<file path="src/rtl/led_trail_pwm_pkg.sv">
// rtl/led_trail_pwm_pkg.sv - shared LED brightness and PWM constants
package led_trail_pwm_pkg;

  localparam int LEVEL_MAX  = 15;
  localparam int PWM_PERIOD = 15;

  typedef logic [3:0] level_t;

endpackage

</file>
<file path="src/rtl/led_trail_pwm_if.sv">
// rtl/led_trail_pwm_if.sv - LED pattern in, PWM drive and beat pulse out
interface led_trail_pwm_if;

  logic [7:0] leds_in;
  logic       step_in;
  logic [7:0] leds_out;
  logic       beat_out;

  modport master (output leds_in, output step_in, input leds_out, input beat_out);
  modport slave  (input leds_in, input step_in, output leds_out, output beat_out);

endinterface

</file>
<file path="src/rtl/led_pwm_channel.sv">
// rtl/led_pwm_channel.sv - one LED: decaying brightness level and PWM compare
module led_pwm_channel
  import led_trail_pwm_pkg::*;
(
  input  logic   clk_in,
  input  logic   reset,
  input  logic   load,
  input  logic   decay,
  input  level_t pwm_cnt,
  output logic   led
);

  level_t level;

  // A lit LED refreshes to full brightness even on a decay tick.
  always_ff @(posedge clk_in) begin
    if (reset) begin
      level <= '0;
      led   <= 1'b0;
    end else begin
      if (load) begin
        level <= level_t'(LEVEL_MAX);
      end else if (decay && (level != '0)) begin
        level <= level - 4'd1;
      end
      led <= (level > pwm_cnt);
    end
  end

endmodule

</file>
<file path="src/rtl/led_trail_pwm.sv">
// rtl/led_trail_pwm.sv - trailing-fade PWM LED driver with step beat detector
module led_trail_pwm
  import led_trail_pwm_pkg::*;
#(
  parameter int PWM_DIV   = 32,
  parameter int DECAY_DIV = 2000000
) (
  input  logic           clk_in,
  input  logic           reset,
  led_trail_pwm_if.slave bus
);

  localparam int PW = (PWM_DIV > 1) ? $clog2(PWM_DIV) : 1;
  localparam int DW = (DECAY_DIV > 1) ? $clog2(DECAY_DIV) : 1;

  logic [PW-1:0] pwm_pre;
  logic [DW-1:0] dec_pre;
  level_t        pwm_cnt;
  logic          pwm_wrap;
  logic          decay_tick;
  logic          step_s1;
  logic          step_s2;
  logic          step_edge;
  logic [2:0]    primed;
  logic [7:0]    leds_q;

  assign pwm_wrap   = (pwm_pre == PW'(PWM_DIV - 1));
  assign decay_tick = (dec_pre == DW'(DECAY_DIV - 1));

  always_ff @(posedge clk_in) begin
    if (reset) begin
      pwm_pre <= '0;
      dec_pre <= '0;
      pwm_cnt <= '0;
    end else begin
      pwm_pre <= pwm_wrap ? '0 : pwm_pre + PW'(1);
      dec_pre <= decay_tick ? '0 : dec_pre + DW'(1);
      if (pwm_wrap) begin
        pwm_cnt <= (pwm_cnt == level_t'(PWM_PERIOD - 1)) ? '0 : pwm_cnt + 4'd1;
      end
    end
  end

  // primed marks when the edge flop holds a real sample, so a step_in that
  // was already high across reset is not mistaken for a fresh rising edge.
  always_ff @(posedge clk_in) begin
    if (reset) begin
      step_s1      <= 1'b0;
      step_s2      <= 1'b0;
      step_edge    <= 1'b0;
      primed       <= '0;
      bus.beat_out <= 1'b0;
    end else begin
      step_s1      <= bus.step_in;
      step_s2      <= step_s1;
      step_edge    <= step_s2;
      primed       <= {primed[1:0], 1'b1};
      bus.beat_out <= step_s2 & ~step_edge & primed[2];
    end
  end

  for (genvar i = 0; i < 8; i++) begin : g_ch
    led_pwm_channel u_ch (
      .clk_in  (clk_in),
      .reset   (reset),
      .load    (bus.leds_in[i]),
      .decay   (decay_tick),
      .pwm_cnt (pwm_cnt),
      .led     (leds_q[i])
    );
  end

  assign bus.leds_out = leds_q;

endmodule

</file>
<file path="src/flat_wrapper.sv">
// flat-port wrapper written by rule: the top's interface ports become plain ports
module led_trail_pwm_flat import led_trail_pwm_pkg::*;
#(
  parameter int PWM_DIV   = 32,
  parameter int DECAY_DIV = 2000000
)
  (clk_in, reset, bus_leds_in, bus_step_in, bus_leds_out, bus_beat_out);
  led_trail_pwm_if bus_i ();
  input  logic clk_in;
  input  logic reset;
  input wire logic [$bits(bus_i.leds_in)-1:0] bus_leds_in;
  input wire logic [$bits(bus_i.step_in)-1:0] bus_step_in;
  output wire logic [$bits(bus_i.leds_out)-1:0] bus_leds_out;
  output wire logic [$bits(bus_i.beat_out)-1:0] bus_beat_out;
  assign bus_i.leds_in = bus_leds_in;
  assign bus_i.step_in = bus_step_in;
  assign bus_leds_out = bus_i.leds_out;
  assign bus_beat_out = bus_i.beat_out;
  led_trail_pwm #(.PWM_DIV(PWM_DIV), .DECAY_DIV(DECAY_DIV)) u_core (.clk_in(clk_in), .reset(reset), .bus(bus_i));
endmodule
</file>
<file path="config.mk">
export PLATFORM = sky130hd
export DESIGN_NAME = led_trail_pwm_flat
export DESIGN_NICKNAME = d
export VERILOG_FILES = /design/src/rtl/led_trail_pwm_pkg.sv /design/src/rtl/led_trail_pwm_if.sv /design/src/rtl/led_pwm_channel.sv /design/src/rtl/led_trail_pwm.sv /design/src/flat_wrapper.sv
export SDC_FILE = /design/constraint.sdc
export NUM_CORES = 1
export LEC_CHECK = 0
export BUFFER_PORTS_ARGS = -buffer_cell sky130_fd_sc_hd__buf_2
export CAP_MARGIN = 0
export CORE_ASPECT_RATIO = 1.1
export CORE_MARGIN = 4
export CORE_UTILIZATION = 55
export CTS_CLUSTER_DIAMETER = 120
export CTS_CLUSTER_SIZE = 40
export DETAILED_ROUTE_END_ITERATION = 8
export PLACE_DENSITY = 0.79
export SYNTH_ARGS = -nofsm -noshare
export SYNTH_HDL_FRONTEND = slang
export SYNTH_SLANG_ARGS = --single-unit
</file>
<file path="constraint.sdc">
create_clock -name clk_in -period 2.37 [get_ports clk_in]
set_input_delay 0.237 -clock clk_in [delete_from_list [all_inputs] [get_ports clk_in]]
set_output_delay 0.237 -clock clk_in [all_outputs]
set_load 0.01 [all_outputs]
</file>
==> run metrics <==
Gates resized, CTS repair=0; Peak Freq=0.485 GHz; CTS Sinks=77; CTS root buf=clkbuf_8; Cell Rows=33; critical path cell sequence=ha_1 -> nand3_1 -> or3_4 -> or4_4 -> a21oi_2; cts bufs inserted=9; hold buffers post-CTS=0; status=finished clean; Mapped Cells=487; vias=3613; max cap viols=0; Synth Cell Area=4370 um^2; Fin Setup TNS=0 ns; detailed-route vias per instance=5.99; latest clock arrival within the worst-skew pair=0.36 ns; Routed WL=9.15 mm; I/O pin count=20; Ant. Diodes=0; critical path peak fanout=7; post-route ant nets=0; share of layout cells above drive strength 1=0.120; cell accounting for the most synthesized area=dfxtp_1; DRC=0; RSZ-0062 raised after global routing=false; Syn Area/Cell=8.98 um^2; global-route wire length before repair=15.6 mm; Period minus WS final=2.06 ns; Pleak=1.90 nW; detailed placement HPWL=6.23 mm; post-synthesis cell type count=46; Post-synth top cells=dfxtp_1, inv_1, ha_1, a311oi_1, nor2_1; clock-pin transition on the worst setup and hold timing paths=0.08 ns; H-tree lvl count=3; CP top delay family=simple AND/OR/NAND/NOR gates; Final GP Congestion=0.803; largest net degree at the start of global routing=61; Crit Path Class=reg2reg; initial antenna violation count=0; PwrDens=595 nW/um^2; Placed Cells=587; crit path DAT=2.34 ns; overall global routing resource usage=0.202; Post-synth EDFFs=0; Max IR drop VDD=0.000350 V; Setup Fix Bufs, Post-CTS=0; CP Capture Type=flop; hold crit path type=in2reg; Fin. Hold Viols=0; Pwr Total=2.79 mW; crit-path max cell delay=0.53 ns; area delta synth->final=7.16%; initial DRC count=187; die area=9440 um^2; Starting Density=0.575; Yosys reg bits=77; Buf+Inv Stages, Crit Path=0; worst-margin pin slew=0.635 ns; most common flop cell mapped by yosys=dfxtp_1; Final setup viols=0; Chip Width=93.0 um; clock skew=0.0142 ns; top cells by area, synth=dfxtp_1, ha_1, a311oi_1, inv_1, nor2_1; Slowest cell on crit path=or4_4; share of the synthesized area in the top cell type=0.353; NumNets Final=547; clock tree buffer depth=2; final cell count without fillers=603; GRT Residual Overflow=0; FFs w/ async S/R, synth=0; CTS tree=yes; Seq/Total Area, Yosys=0.353; vias in the first global route=3442; Yosys warnings=0; fin. max-slew vios=0; CP Launch Type=flop; Worst slew margin=0.576; Die Ht=102 um; wire per inst=15.2 um; count leader, synth=dfxtp_1; Critical Path RT=2.65 ns; Core Region=7600 um^2; Hold WS=0.105 ns; IO buf count=19; DR pass1 iterations=4; syn nets=541; Final period util=0.870
## report_power, final
| group | leakage (nW) | total (mW) | switching [mW] | internal [mW] |
|---|---|---|---|---|
| logic | 1.17 | 0.330 | 0.179 | 0.151 |
| registers | 0.636 | 1.41 | 0.0541 | 1.36 |
| clock network | 0.0951 | 1.04 | 0.524 | 0.521 |
| total | 1.90 | 2.79 | 0.757 | 2.03 |
## registers in the layout, summed over array words and instances, names as in the netlist
signal	flops
u_core.step_s2	1
u_core.g_ch.u_ch.level	32
u_core.step_edge	1
u_core.bus.beat_out	1
u_core.pwm_pre	5
u_core.dec_pre	21
u_core.primed	3
u_core.g_ch.u_ch.led	8
u_core.step_s1	1
u_core.pwm_cnt	4
## worst paths after layout
| check | start | end | slack [ns] | cells past startpoint |
|---|---|---|---|---|
| worst max-delay path | u_core.dec_pre[0] | u_core.dec_pre[18] | 0.31 | 5 |
| worst min-delay path | bus_step_in | u_core.step_s1 | 0.11 | 2 |
| worst max register to register | u_core.dec_pre[0] | u_core.dec_pre[18] | 0.31 | 5 |
| worst min register to register | u_core.primed[1] | u_core.primed[2] | 0.44 | 1 |
## through the flow
stage | utilization | cell area, um^2 | worst slack (ns)
5_1_grt | 0.617 | 4680 | 0.127
2_1_floorplan | - | 4370 | 0.408
3_5_place_dp | 0.589 | 4480 | 0.338
6_report | 0.617 | 4680 | 0.307
3_3_place_gp | 0.589 | 4480 | 0.410
4_1_cts | 0.617 | 4680 | 0.289
## cells by family after synthesis
group / synth area share
xor gates and xnor gates: 0.0321
DFF: 0.353
AOI/OAI and AO/OA: 0.190
and+or+nand+nor: 0.216
muxes: 0.00687
buffers and inverters: 0.0796
adders and majority gates: 0.123
## per-layer routing
| metal | GRT usage | wire length [um] |
|---|---|---|
| met5 | 0 | 0 |
| met1 | 0.240 | 4120 |
| met3 | 0.0334 | 279 |
| met4 | 0.0767 | 154 |
| met2 | 0.367 | 4600 |
## cell usage in the layout, fill, tap and decap left out, types with 8 or more instances in the layout
master | synthesis | routed
a211oi_1 | 10 | 10
and4_1 | 9 | 9
and3_1 | 20 | 20
buf_2 | 8 | 19
nand2_1 | 14 | 14
xnor2_1 | 12 | 12
a21oi_1 | 21 | 21
clkbuf_8 | 0 | 10
nor2_1 | 37 | 37
or2_2 | 9 | 9
inv_1 | 47 | 47
dfxtp_1 | 77 | 77
or3_1 | 8 | 8
ha_1 | 43 | 43
nor3_1 | 14 | 14
nand3_1 | 14 | 14
nor2b_1 | 17 | 17
a311oi_1 | 40 | 40
a41oi_1 | 8 | 8
## layout make-up
class	count	area [um^2]
multi-input combinational	334	2480
sequential	77	1540
tap	105	131
clock inverter	6	70.1
fill	675	2910
clock buffer	10	138
inverter	47	176
timing repair buffer	24	145
## worst register-to-register path, cell delays in order, from the launching register on
cell and delay, ns:
dfxtp_1 0.37, ha_1 0.24, nand3_1 0.23, or3_4 0.48, or4_4 0.53, a21oi_2 0.16
No activity file was read; power rests on OpenSTA's default activity.
